--- src/rtl/axi_lite_pkg.sv ---
// Shared types for the AXI4-Lite register slave: bus field widths, response
// codes, channel FSM states and the address-to-word-index helper.
package axi_lite_pkg;

  typedef logic [11:0] addr_t;
  typedef logic [31:0] data_t;
  typedef logic [3:0]  strb_t;

  localparam int IDX_W = 10;
  typedef logic [IDX_W-1:0] idx_t;

  typedef enum logic [1:0] {
    RESP_OKAY   = 2'b00,
    RESP_SLVERR = 2'b10
  } resp_t;

  typedef enum logic {
    WS_IDLE,
    WS_RESP
  } wr_state_t;

  typedef enum logic {
    RS_IDLE,
    RS_DATA
  } rd_state_t;

  // Word index of a byte address; the two byte-offset bits are ignored.
  function automatic idx_t addr_to_idx(input addr_t addr);
    return addr[11:2];
  endfunction

endpackage

--- src/rtl/axi_lite_regbank.sv ---
// Register storage for the AXI4-Lite slave. Word 0 is a constant ID value and
// is never stored; words 1..NUM_REGS-1 are flops with one write port and an
// asynchronous read port. Byte-lane write masking is built only when
// AXI_LITE_SLAVE_WSTRB_EN is defined; otherwise every write replaces the word.
module axi_lite_regbank
  import axi_lite_pkg::*;
#(
  parameter int    NUM_REGS = 8,
  parameter data_t ID_VALUE = 32'hA11E_0001
) (
  input  logic                     clk,
  input  logic                     rst_n,
  input  logic                     we,
  input  idx_t                     widx,
  input  data_t                    wdata,
  input  strb_t                    wstrb,
  input  idx_t                     ridx,
  output data_t                    rdata,
  output logic [NUM_REGS-1:0][31:0] regs_o
);

  data_t stor_q [NUM_REGS-1];
  data_t stor_d [NUM_REGS-1];
  data_t wmask;

`ifdef AXI_LITE_SLAVE_WSTRB_EN
  // Expand each strobe bit to a full byte of write mask.
  always_comb begin
    wmask = '0;
    for (int b = 0; b < 4; b++) begin
      wmask[8*b +: 8] = {8{wstrb[b]}};
    end
  end
`else
  logic unused_wstrb;
  assign unused_wstrb = ^wstrb;

  // Strobes are ignored in this build, so every write covers the whole word.
  always_comb begin
    wmask = '1;
  end
`endif

  // Merge the masked write data into the addressed stored word.
  always_comb begin
    for (int i = 0; i < NUM_REGS-1; i++) begin
      stor_d[i] = stor_q[i];
      if (we && (int'(widx) == i + 1)) begin
        stor_d[i] = (stor_q[i] & ~wmask) | (wdata & wmask);
      end
    end
  end

  // Stored words clear on reset and otherwise take the merged value.
  always_ff @(posedge clk) begin
    if (!rst_n) begin
      for (int i = 0; i < NUM_REGS-1; i++) begin
        stor_q[i] <= '0;
      end
    end else begin
      for (int i = 0; i < NUM_REGS-1; i++) begin
        stor_q[i] <= stor_d[i];
      end
    end
  end

  // Async read: word 0 is the ID, out-of-range indices read as zero.
  always_comb begin
    rdata = '0;
    if (ridx == '0) begin
      rdata = ID_VALUE;
    end else begin
      for (int i = 0; i < NUM_REGS-1; i++) begin
        if (int'(ridx) == i + 1) begin
          rdata = stor_q[i];
        end
      end
    end
  end

  // Export the full register image with the ID in slot 0.
  always_comb begin
    regs_o[0] = ID_VALUE;
    for (int i = 0; i < NUM_REGS-1; i++) begin
      regs_o[i+1] = stor_q[i];
    end
  end

endmodule

--- src/rtl/axi_lite_slave_regs.sv ---
// AXI4-Lite slave register bank. Independent write (AW/W/B) and read (AR/R)
// FSMs sit in front of an axi_lite_regbank. Word 0 is a read-only ID, writes
// to it or past the last register answer SLVERR. Optional byte-strobe writes
// are enabled by defining AXI_LITE_SLAVE_WSTRB_EN.
module axi_lite_slave_regs
  import axi_lite_pkg::*;
#(
  parameter int    NUM_REGS = 8,
  parameter data_t ID_VALUE = 32'hA11E_0001
) (
  input  logic                      aclk,
  input  logic                      areset_n,
  input  logic [11:0]               awaddr,
  input  logic                      awvalid,
  output logic                      awready,
  input  logic [31:0]               wdata,
  input  logic [3:0]                wstrb,
  input  logic                      wvalid,
  output logic                      wready,
  output logic [1:0]                bresp,
  output logic                      bvalid,
  input  logic                      bready,
  input  logic [11:0]               araddr,
  input  logic                      arvalid,
  output logic                      arready,
  output logic [31:0]               rdata,
  output logic [1:0]                rresp,
  output logic                      rvalid,
  input  logic                      rready,
  output logic [NUM_REGS-1:0][31:0] regs_o
);

  wr_state_t wr_state_q, wr_state_d;
  rd_state_t rd_state_q, rd_state_d;
  logic      aw_held_q, aw_held_d;
  logic      w_held_q, w_held_d;
  addr_t     awaddr_q, awaddr_d;
  data_t     wdata_q, wdata_d;
  strb_t     wstrb_q, wstrb_d;
  logic      bvalid_q, bvalid_d;
  resp_t     bresp_q, bresp_d;
  logic      rvalid_q, rvalid_d;
  data_t     rdata_q, rdata_d;
  resp_t     rresp_q, rresp_d;

  logic      bank_we;
  idx_t      wr_idx;
  data_t     wr_data;
  strb_t     wr_strb;
  idx_t      rd_idx;
  data_t     bank_rdata;

  axi_lite_regbank #(
    .NUM_REGS (NUM_REGS),
    .ID_VALUE (ID_VALUE)
  ) u_regbank (
    .clk    (aclk),
    .rst_n  (areset_n),
    .we     (bank_we),
    .widx   (wr_idx),
    .wdata  (wr_data),
    .wstrb  (wr_strb),
    .ridx   (rd_idx),
    .rdata  (bank_rdata),
    .regs_o (regs_o)
  );

  // State and datapath registers for both channels; reset drops any pending work.
  always_ff @(posedge aclk) begin
    if (!areset_n) begin
      wr_state_q <= WS_IDLE;
      rd_state_q <= RS_IDLE;
      aw_held_q  <= 1'b0;
      w_held_q   <= 1'b0;
      awaddr_q   <= '0;
      wdata_q    <= '0;
      wstrb_q    <= '0;
      bvalid_q   <= 1'b0;
      bresp_q    <= RESP_OKAY;
      rvalid_q   <= 1'b0;
      rdata_q    <= '0;
      rresp_q    <= RESP_OKAY;
    end else begin
      wr_state_q <= wr_state_d;
      rd_state_q <= rd_state_d;
      aw_held_q  <= aw_held_d;
      w_held_q   <= w_held_d;
      awaddr_q   <= awaddr_d;
      wdata_q    <= wdata_d;
      wstrb_q    <= wstrb_d;
      bvalid_q   <= bvalid_d;
      bresp_q    <= bresp_d;
      rvalid_q   <= rvalid_d;
      rdata_q    <= rdata_d;
      rresp_q    <= rresp_d;
    end
  end

  // Next-state logic: collect AW and W in either order, commit once both are
  // present, and capture read data in the AR handshake cycle.
  always_comb begin
    wr_state_d = wr_state_q;
    rd_state_d = rd_state_q;
    aw_held_d  = aw_held_q;
    w_held_d   = w_held_q;
    awaddr_d   = awaddr_q;
    wdata_d    = wdata_q;
    wstrb_d    = wstrb_q;
    bvalid_d   = bvalid_q;
    bresp_d    = bresp_q;
    rvalid_d   = rvalid_q;
    rdata_d    = rdata_q;
    rresp_d    = rresp_q;
    bank_we    = 1'b0;
    wr_idx     = addr_to_idx(aw_held_q ? awaddr_q : awaddr);
    wr_data    = w_held_q ? wdata_q : wdata;
    wr_strb    = w_held_q ? wstrb_q : wstrb;
    rd_idx     = addr_to_idx(araddr);

    case (wr_state_q)
      WS_IDLE: begin
        if (awvalid && awready) begin
          aw_held_d = 1'b1;
          awaddr_d  = awaddr;
        end
        if (wvalid && wready) begin
          w_held_d = 1'b1;
          wdata_d  = wdata;
          wstrb_d  = wstrb;
        end
        if ((aw_held_q || (awvalid && awready)) && (w_held_q || (wvalid && wready))) begin
          if ((wr_idx != '0) && (int'(wr_idx) < NUM_REGS)) begin
            bank_we = areset_n;
            bresp_d = RESP_OKAY;
          end else begin
            bresp_d = RESP_SLVERR;
          end
          bvalid_d   = 1'b1;
          aw_held_d  = 1'b0;
          w_held_d   = 1'b0;
          wr_state_d = WS_RESP;
        end
      end
      WS_RESP: begin
        if (bready) begin
          bvalid_d   = 1'b0;
          wr_state_d = WS_IDLE;
        end
      end
      default: wr_state_d = WS_IDLE;
    endcase

    case (rd_state_q)
      RS_IDLE: begin
        if (arvalid && arready) begin
          rdata_d    = bank_rdata;
          rresp_d    = (int'(rd_idx) < NUM_REGS) ? RESP_OKAY : RESP_SLVERR;
          rvalid_d   = 1'b1;
          rd_state_d = RS_DATA;
        end
      end
      RS_DATA: begin
        if (rready) begin
          rvalid_d   = 1'b0;
          rd_state_d = RS_IDLE;
        end
      end
      default: rd_state_d = RS_IDLE;
    endcase
  end

  // Channel outputs: readies follow the FSM states and are held low during reset.
  always_comb begin
    awready = areset_n && (wr_state_q == WS_IDLE) && !aw_held_q;
    wready  = areset_n && (wr_state_q == WS_IDLE) && !w_held_q;
    arready = areset_n && (rd_state_q == RS_IDLE);
    bvalid  = bvalid_q;
    bresp   = bresp_q;
    rvalid  = rvalid_q;
    rdata   = rdata_q;
    rresp   = rresp_q;
  end

endmodule

--- config.mk ---
export PLATFORM = sky130hd
export DESIGN_NAME = axi_lite_slave_regs
export DESIGN_NICKNAME = d
export VERILOG_FILES = /design/src/rtl/axi_lite_pkg.sv /design/src/rtl/axi_lite_regbank.sv /design/src/rtl/axi_lite_slave_regs.sv
export SDC_FILE = /design/constraint.sdc
export NUM_CORES = 1
export LEC_CHECK = 0
export CAP_MARGIN = 25
export CORE_MARGIN = 10
export CORE_UTILIZATION = 46
export CTS_BUF_LIST = sky130_fd_sc_hd__clkbuf_2 sky130_fd_sc_hd__clkbuf_4 sky130_fd_sc_hd__clkbuf_8
export DETAILED_ROUTE_END_ITERATION = 10
export PLACE_DENSITY = 0.77
export RECOVER_POWER = 100
export SLEW_MARGIN = 25
export SYNTH_ARGS = -nofsm -noshare
export SYNTH_HDL_FRONTEND = slang
export SYNTH_SLANG_ARGS = --single-unit
--- constraint.sdc ---
create_clock -name aclk -period 2.6 [get_ports aclk]
set_clock_uncertainty 0.1 [all_clocks]
set_input_delay 0.78 -clock aclk [delete_from_list [all_inputs] [get_ports aclk]]
set_output_delay 0.78 -clock aclk [all_outputs]
set_load 0.03 [all_outputs]
# Word level (Yosys, flattened, before mapping)

Memories as Yosys holds them, arrays and structs flattened.
Cells that the tools add are included.

Order comparisons: 2
Eq/ne operators: 18
Muxes and demuxes: 47
Bitwise gates (word level): 9
Reductions and logical operators: 32

Operators by type and width:

| kind                | count |
|---|---|
| $mux 32             | 23 |
| $eq 10x4->1 const B | 8 |
| $eq 10x3->1 const B | 4 |
| $eq 10x2->1 const B | 2 |
| $lt 10x4->1 const B | 2 |
| $mux 1              | 17 |
| $logic_and 1x1->1   | 16 |
| $reduce_and 2->1    | 8 |
| $mux 12             | 1 |
| $logic_not 10->1    | 1 |
| $reduce_bool 10->1  | 1 |
| $ne 2x2->1 const B  | 4 |
| $pmux 1 s2          | 4 |
| $or 1x1->1          | 7 |
| $mux 2              | 2 |
| $reduce_bool 2->1   | 2 |
| $logic_not 1->1     | 2 |
| $logic_or 1x1->1    | 2 |
| $not 1->1           | 2 |

Register bits after elaboration: 86
Memory bits (writable): 224
Input port bits: 67
Word-level logic and storage cells: 120
Memories: 1

Memories:

| name             | words | bits a word | read ports | clocked after memory_dff | write ports | RTL line               | source |
|---|---|---|---|---|---|---|---|
| u_regbank.stor_q | 7     | 32          | 7          | 0                        | 7           | axi_lite_regbank.sv:22 | `data_t stor_q [NUM_REGS-1];` |

# Logic depth before layout (Yosys ltp)

Gate-level depths: netlist of run 1.

Depth in word-level cells: 11
Gate-level depth with buffers: 8
Mapped depth without buffers: 4

# By module

Synthesis of run 1 repeated with hierarchy kept, for this count alone.

Cells, all modules: 1582
Area, all modules: 13076.3 µm²

Modules (own cells, without submodules):

| module              | instances | cells an instance | area an instance (µm²) |
|---|---|---|---|
| axi_lite_regbank    | 1         | 1136              | 9390.3 |
| axi_lite_slave_regs | 1         | 446               | 3686.0 |

# Worst setup path before layout of run 1

Ideal clock, no wire load.

Path type: input port to output port
Start: input areset_n
End: output arready
Arrival: 2.170 ns
Data required time: 1.720 ns
Setup slack: -0.450 ns
Cell stages on the path: 5
Path buffers: 4
Cell sequence: buf_4 > clkbuf_1 > clkbuf_1 > clkbuf_1 > nor2b_1

Longest elaborated chain between the ends: 1

Ends and longest elaborated chain:

| item               | RTL line                   | source |
|---|---|---|
| start: declaration | axi_lite_slave_regs.sv:12  | `input logic areset_n,` |
| $logic_and 1x1->1  | axi_lite_slave_regs.sv:176 | `arready = areset_n && (rd_state_q == RS_IDLE);` |
| end: declaration   | axi_lite_slave_regs.sv:25  | `output logic arready,` |

No other way between the ends.

# Worst setup path in the final report of run 1

Start: register rvalid_q (netlist: rvalid)
End: output rvalid

RTL lines:

| item                     | RTL line                  | source |
|---|---|---|
| start: declaration       | axi_lite_slave_regs.sv:42 | `logic rvalid_q, rvalid_d;` |
| start signal: assignment | axi_lite_slave_regs.sv:93 | `rvalid_q <= rvalid_d;` |
| end: declaration         | axi_lite_slave_regs.sv:28 | `output logic rvalid,` |

No word-level cell between the ends.

==> impl_metrics.tcl, run 1 <==
set metrics [dict create \
    clock_latency_ps 560 \
    place_area_mm2 0.01785 \
    cap_violations 0 \
    layout-drive-gt1-share_pct 14.89 \
    crit_buf_inv 1 \
    status "finished, final reports clean" \
    cts_buffers 50 \
    mostFrequentLayoutCell "nand2_1" \
    cts.clk_slew.worst_paths_ps 60 \
    synth_top_family_by_area "multiplexers" \
    num_io_pins 364 \
    p_leak_nw 7.909 \
    initial_core_util_pct 46.79 \
    p_per_area_mw_per_mm2 547.2 \
    setup-violations-final 0 \
    core_mm2 0.02972 \
    cts_max_path_buffers 3 \
    worst_pin_slew_ps 631.4 \
    drc_errors 0 \
    synth_edf_count 0 \
    max_freq_mhz 388.1 \
    pre_cts_ws_ps -424.4 \
    crit_chain "clkdlybuf4s50_1" \
    start_kind "flop" \
    met2_usage_pct 37.61 \
    cp_slowest_cell "clkdlybuf4s50_1" \
    grtUsageMet1_pct 30.05 \
    slew_headroom_pct 57.88 \
    netlist_instances 1455 \
    hold_path_class "reg2reg" \
    grt-ovfl-total 0 \
    worst_slack_ps 23.49 \
    vias_per_cell 5.473 \
    final_util_pct 62.75 \
    yosys_most_used_dff "dfxtp_1" \
    routed_wl_mm 48.47 \
    finalCritPeriodShare_pct 99.10 \
    synth_mux_area_share_pct 23.88 \
    total_power_mw 10.20 \
    post-route-min-period_ps 2577 \
    tns_ps 0 \
    nets 1864 \
    grt.busiest_layer "met2" \
    die_h_um 193.9 \
    die_area_mm2 0.03758 \
    drt_iter0_markers 834 \
    gp_congestion 0.8406 \
    required_ps 1720 \
    cp_top_family "buffers and inverters" \
    critPathMaxFanout 2 \
    numPortBuffers 321 \
    ys_seq_area_share_pct 44.06 \
    finalMaxSlewViolations 0 \
    layout_common_cells "nand2_1, dfxtp_1, clkdlybuf4s50_1" \
    crit_path_end_kind "output pin" \
    async_flop_share_pct 0 \
    grt_pass1_wl_mm 73.26 \
    hold_violations 0 \
    routedWlPerCell_um 21.80 \
    area_growth_pct 34.10 \
    grt_pass1_vias 12210 \
    synth_xor_area_share_pct 0 \
    cts_root_buf "clkbuf_8" \
    crit_arrival_ps 1700 \
    netlist_area_mm2 0.01390 \
    cts_hold_buf 0 \
    cpPeakStageDelay_ps 720 \
    vias 12170 \
    synth_cell_types 55 \
    final_area_mm2 0.01865 \
    dp_hpwl_mm 34.95 \
    die_w_um 193.9 \
    avgSynthCellArea_um2 9.556 \
    synth-compound-area-share_pct 11.04 \
    yosysWarnings 0 \
    cts_tree "yes" \
    grtUsageTotal_pct 24.25 \
    synth_seq_cells 306 \
    drt.antenna.violating_nets 0 \
    synthAdderAreaFrac_pct 0 \
    rows 63 \
    grt_setup_unrepaired "false" \
    grt_start_max_net_pins 131 \
    criticalPathCategory "reg2out" \
    peakVddDrop_v 0.0003944 \
    synthSimpleGateAreaFrac_pct 14.42 \
    firstDrtPassIters 5 \
    htree_num_levels 2 \
    antenna_found_initial 2 \
    cts_sinks 306 \
    grt_util_met3_pct 7.071 \
]
-- worst reg2reg max path: stages (launching register included) --
cell	delay, ps
dfxtp_1	530
nor4b_2	300
nand2_1	270
a2111o_2	580
buf_4	250
mux2i_1	190
-- per-stage QoR --
stage                     std cells  hold slack, ps
after floorplan                1487           340.0
after global placement         2135           334.2
after detailed placement       2135           340.8
after CTS                      2223           348.8
after global routing           2224           378.1
final                          2224           342.0
-- state kept, by name, summed over array words and instances, names as in the netlist, 10 cells and up --
| register | cells |
|---|---|
| awaddr_q | 10 |
| u_regbank.stor_q | 224 |
| wdata_q | 32 |
| rdata | 32 |
-- logic make-up after synthesis --
kind of cell | after synthesis
flip-flops | 306
multiplexers | 322
AND/OR/NAND/NOR | 487
other | 2
AO/OA/AOI/OAI | 188
buffers and inverters | 150
-- metal layers --
metal  routed length (um)  up-vias
met5                   13        -
met3                 3898      143
li1                     -     5657
met2                21540      516
met1                20420     5854
met4                 2603        2
-- report_power, final --
part	total [mW]	leakage [nW]	internal [mW]	switching [mW]
logic	0.992	4.87	0.373	0.619
registers	4.78	2.47	4.75	0.0371
clock network	4.43	0.572	2.58	1.85
-- area by class of cell --
| class | count | area, um^2 |
|---|---|---|
| antenna | 1 | 2.502 |
| tap | 390 | 488.0 |
| fill | 2487 | 11070 |
| timing repair buffer | 404 | 3945 |
| clock inverter | 3 | 42.54 |
| multi-input combinational | 1031 | 6994 |
| sequential | 306 | 6127 |
| clock buffer | 85 | 1032 |
| inverter | 4 | 15.01 |
-- Yosys cell counts, types with 17 or more instances --
library cell	count	area, um^2
o2111ai_2	19	285.3
o21ai_0	21	105.1
buf_4	40	300.3
a221o_1	23	230.2
o21ai_1	19	95.09
mux2_2	64	720.7
a21boi_0	43	322.8
clkbuf_1	63	236.5
nor2_1	29	108.9
a21oi_1	25	125.1
buf_2	17	85.08
dfxtp_1	306	6126
nand2_1	402	1509
buf_6	17	191.4
mux2i_1	256	2562
-- final timing paths --
check             from  cells past startpoint                      to  slack (ps)
max             rvalid                      1                  rvalid          20
min          rdata[12]                      2               rdata[12]         340
max reg2reg  aw_held_q                      5  u_regbank.stor_q[1][6]         240
min reg2reg  rdata[12]                      2               rdata[12]         340
-- repair_timing --
action,4_1_cts,5_1_grt
setup buffers,0,0
cloned,0,0
endpoints found under the setup margin,1,16
gates resized for setup,1,16
Power figures use the tool's default switching activity.
==> inputs of run 2 (changes only) <==
CORE_UTILIZATION = 32   (was 46)
PLACE_DENSITY = not set   (was 0.77)
PLACE_DENSITY_LB_ADDON = 0.08   (was not set)
==> run 2 against run 1 <==
Against the previous run:
- global-route usage is 4.4 points lower
- first-iteration DRC count shrank 12%
- critical path depth did not move
- die area increased by 39%
- sequential cell count unchanged
- clock power increased by 5.9%
- sequential share of layout area barely moved
==> impl_metrics.tcl, run 2 (synthesis gave the netlist of run 1 again) <==
set metrics [dict create \
    post-route-min-period_ps 2540 \
    numPortBuffers 321 \
    critical_path.endpoint "regs_o[171]" \
    routed_wl_mm 54.20 \
    register_area_mm2 0.006127 \
    cpPeakStageDelay_ps 690 \
    min_from "rdata[12]" \
    grt_start_max_net_pins 127 \
    routedWlPerCell_um 22.33 \
    final_util_pct 43.35 \
    initial_core_util_pct 32.35 \
    area_growth_pct 34.00 \
    r2r_cells 5 \
    nets 1872 \
    critical_path_depth 1 \
    firstDrtPassIters 5 \
    multi_input_area_mm2 0.007039 \
    cts_root_buf "clkbuf_8" \
    finalCritPeriodShare_pct 97.68 \
    finalMaxSlewViolations 0 \
    required_ps 1720 \
    largest_reg_flops 224 \
    vias 11730 \
    hold_violations 0 \
    rows 76 \
    drt.antenna.violating_nets 0 \
    setup-violations-final 0 \
    cts_setup_buffers 0 \
    critPathMaxFanout 3 \
    die_area_mm2 0.05219 \
    slew_headroom_pct 18.19 \
    cts_hold_buf 0 \
    cts_tree "yes" \
    cp_top_family "buffers and inverters" \
    worst_pin_slew_ps 1227 \
    status "finished, final reports clean" \
    cts_max_path_buffers 3 \
    layout_common_cells "nand2_1, dfxtp_1, mux2i_1" \
    p_leak_nw 8.966 \
    num_io_pins 364 \
    r2r-start "aw_held_q" \
    layout-drive-gt1-share_pct 15.69 \
    start_kind "flop" \
    vias_per_cell 4.834 \
    cap_violations 0 \
    core_mm2 0.04298 \
    cts_sinks 306 \
    drc_errors 0 \
    clock_latency_ps 630 \
    cp_slowest_cell "clkdlybuf4s50_1" \
    cts_buffers 56 \
    dp_hpwl_mm 38.10 \
    timing.rr.end "u_regbank.stor_q[3][5]" \
    mostFrequentLayoutCell "nand2_1" \
    die_w_um 228.5 \
    grtUsageTotal_pct 19.88 \
    grt_pass1_vias 11730 \
    hold_path_class "reg2reg" \
    regMostFlops "u_regbank.stor_q" \
    drt_iter0_markers 736 \
    htree_num_levels 2 \
    rrSetupSlack_ps 230 \
    die_h_um 228.5 \
    crit_path_end_kind "output pin" \
    total_power_mw 10.48 \
    cts.repair.resized 226 \
    antenna_found_initial 1 \
    grt_pass1_wl_mm 79.39 \
    cts.clk_slew.worst_paths_ps 60 \
    grt_setup_unrepaired "false" \
    num-fill-cells 4393 \
    crit_buf_inv 1 \
    crit_chain "clkdlybuf4s50_1" \
    max_freq_mhz 393.7 \
    criticalPathCategory "reg2out" \
    p_per_area_mw_per_mm2 562.3 \
    crit_arrival_ps 1660 \
    n_antenna_cell 0 \
    gp_congestion 0.8238 \
    startpoint "u_regbank.stor_q[4][11]" \
    grt-ovfl-total 0 \
    peakVddDrop_v 0.0003238 \
]
## run 2: changes by cell type in the layout (fill, tap and decap cells not counted), moves of 4 or more
cell,previous run,this run
clkbuf_4,24,33
o21ai_0,27,34
clkdlybuf4s50_1,279,70
buf_12,19,14
dlygate4sd2_1,1,226
o21ai_1,13,6
clkbuf_2,1,5
dlygate4sd3_1,18,1
## run 2: how the worst min path moves through the flow
stage,end,slack [ps],depth (start not counted)
after floorplan,wdata_q[0],340,2
after global placement,rdata[21],340,2
after detailed placement,rdata[12],340,2
after CTS,wdata_q[1],310,2
after global routing,wdata_q[29],330,2
final,rdata[12],350,2
## run 2: through the flow
stage	hold slack [ps]	cell area (um^2)	setup TNS (ps)	std cells	setup slack [ps]
after floorplan	340.0	14040	-152.8	1487	-152.8
after global placement	340.5	18080	-95830	2332	-505.3
after detailed placement	343.0	18080	-82030	2332	-437.6
after CTS	308.3	18920	0	2427	0.2450
after global routing	332.1	18630	0	2427	2.863
final	352.0	18630	0	2427	60.23
## run 2: layout make-up
cell class | count | area share (%)
Clock buffer | 89 | 5.701
Tap cell | 585 | 3.929
Timing Repair Buffer | 406 | 19.30
Inverter | 4 | 0.08059
Multi-Input combinational cell | 1031 | 37.78
Clock inverter | 6 | 0.3223
Sequential cell | 306 | 32.89
## run 2: report_power, final
| part | switching (mW) | total, mW | internal [mW] |
|---|---|---|---|
| Combinational | 0.636 | 0.999 | 0.362 |
| Clock | 2.04 | 4.69 | 2.65 |
| Sequential | 0.0355 | 4.78 | 4.75 |
| Total | 2.71 | 10.5 | 7.76 |
## run 2: per-layer routing
metal	global-route usage, %	routed length (um)
met1	26.38	25410
met2	31.08	24370
met3	5.311	3302
met4	5.728	1115
met5	0	9
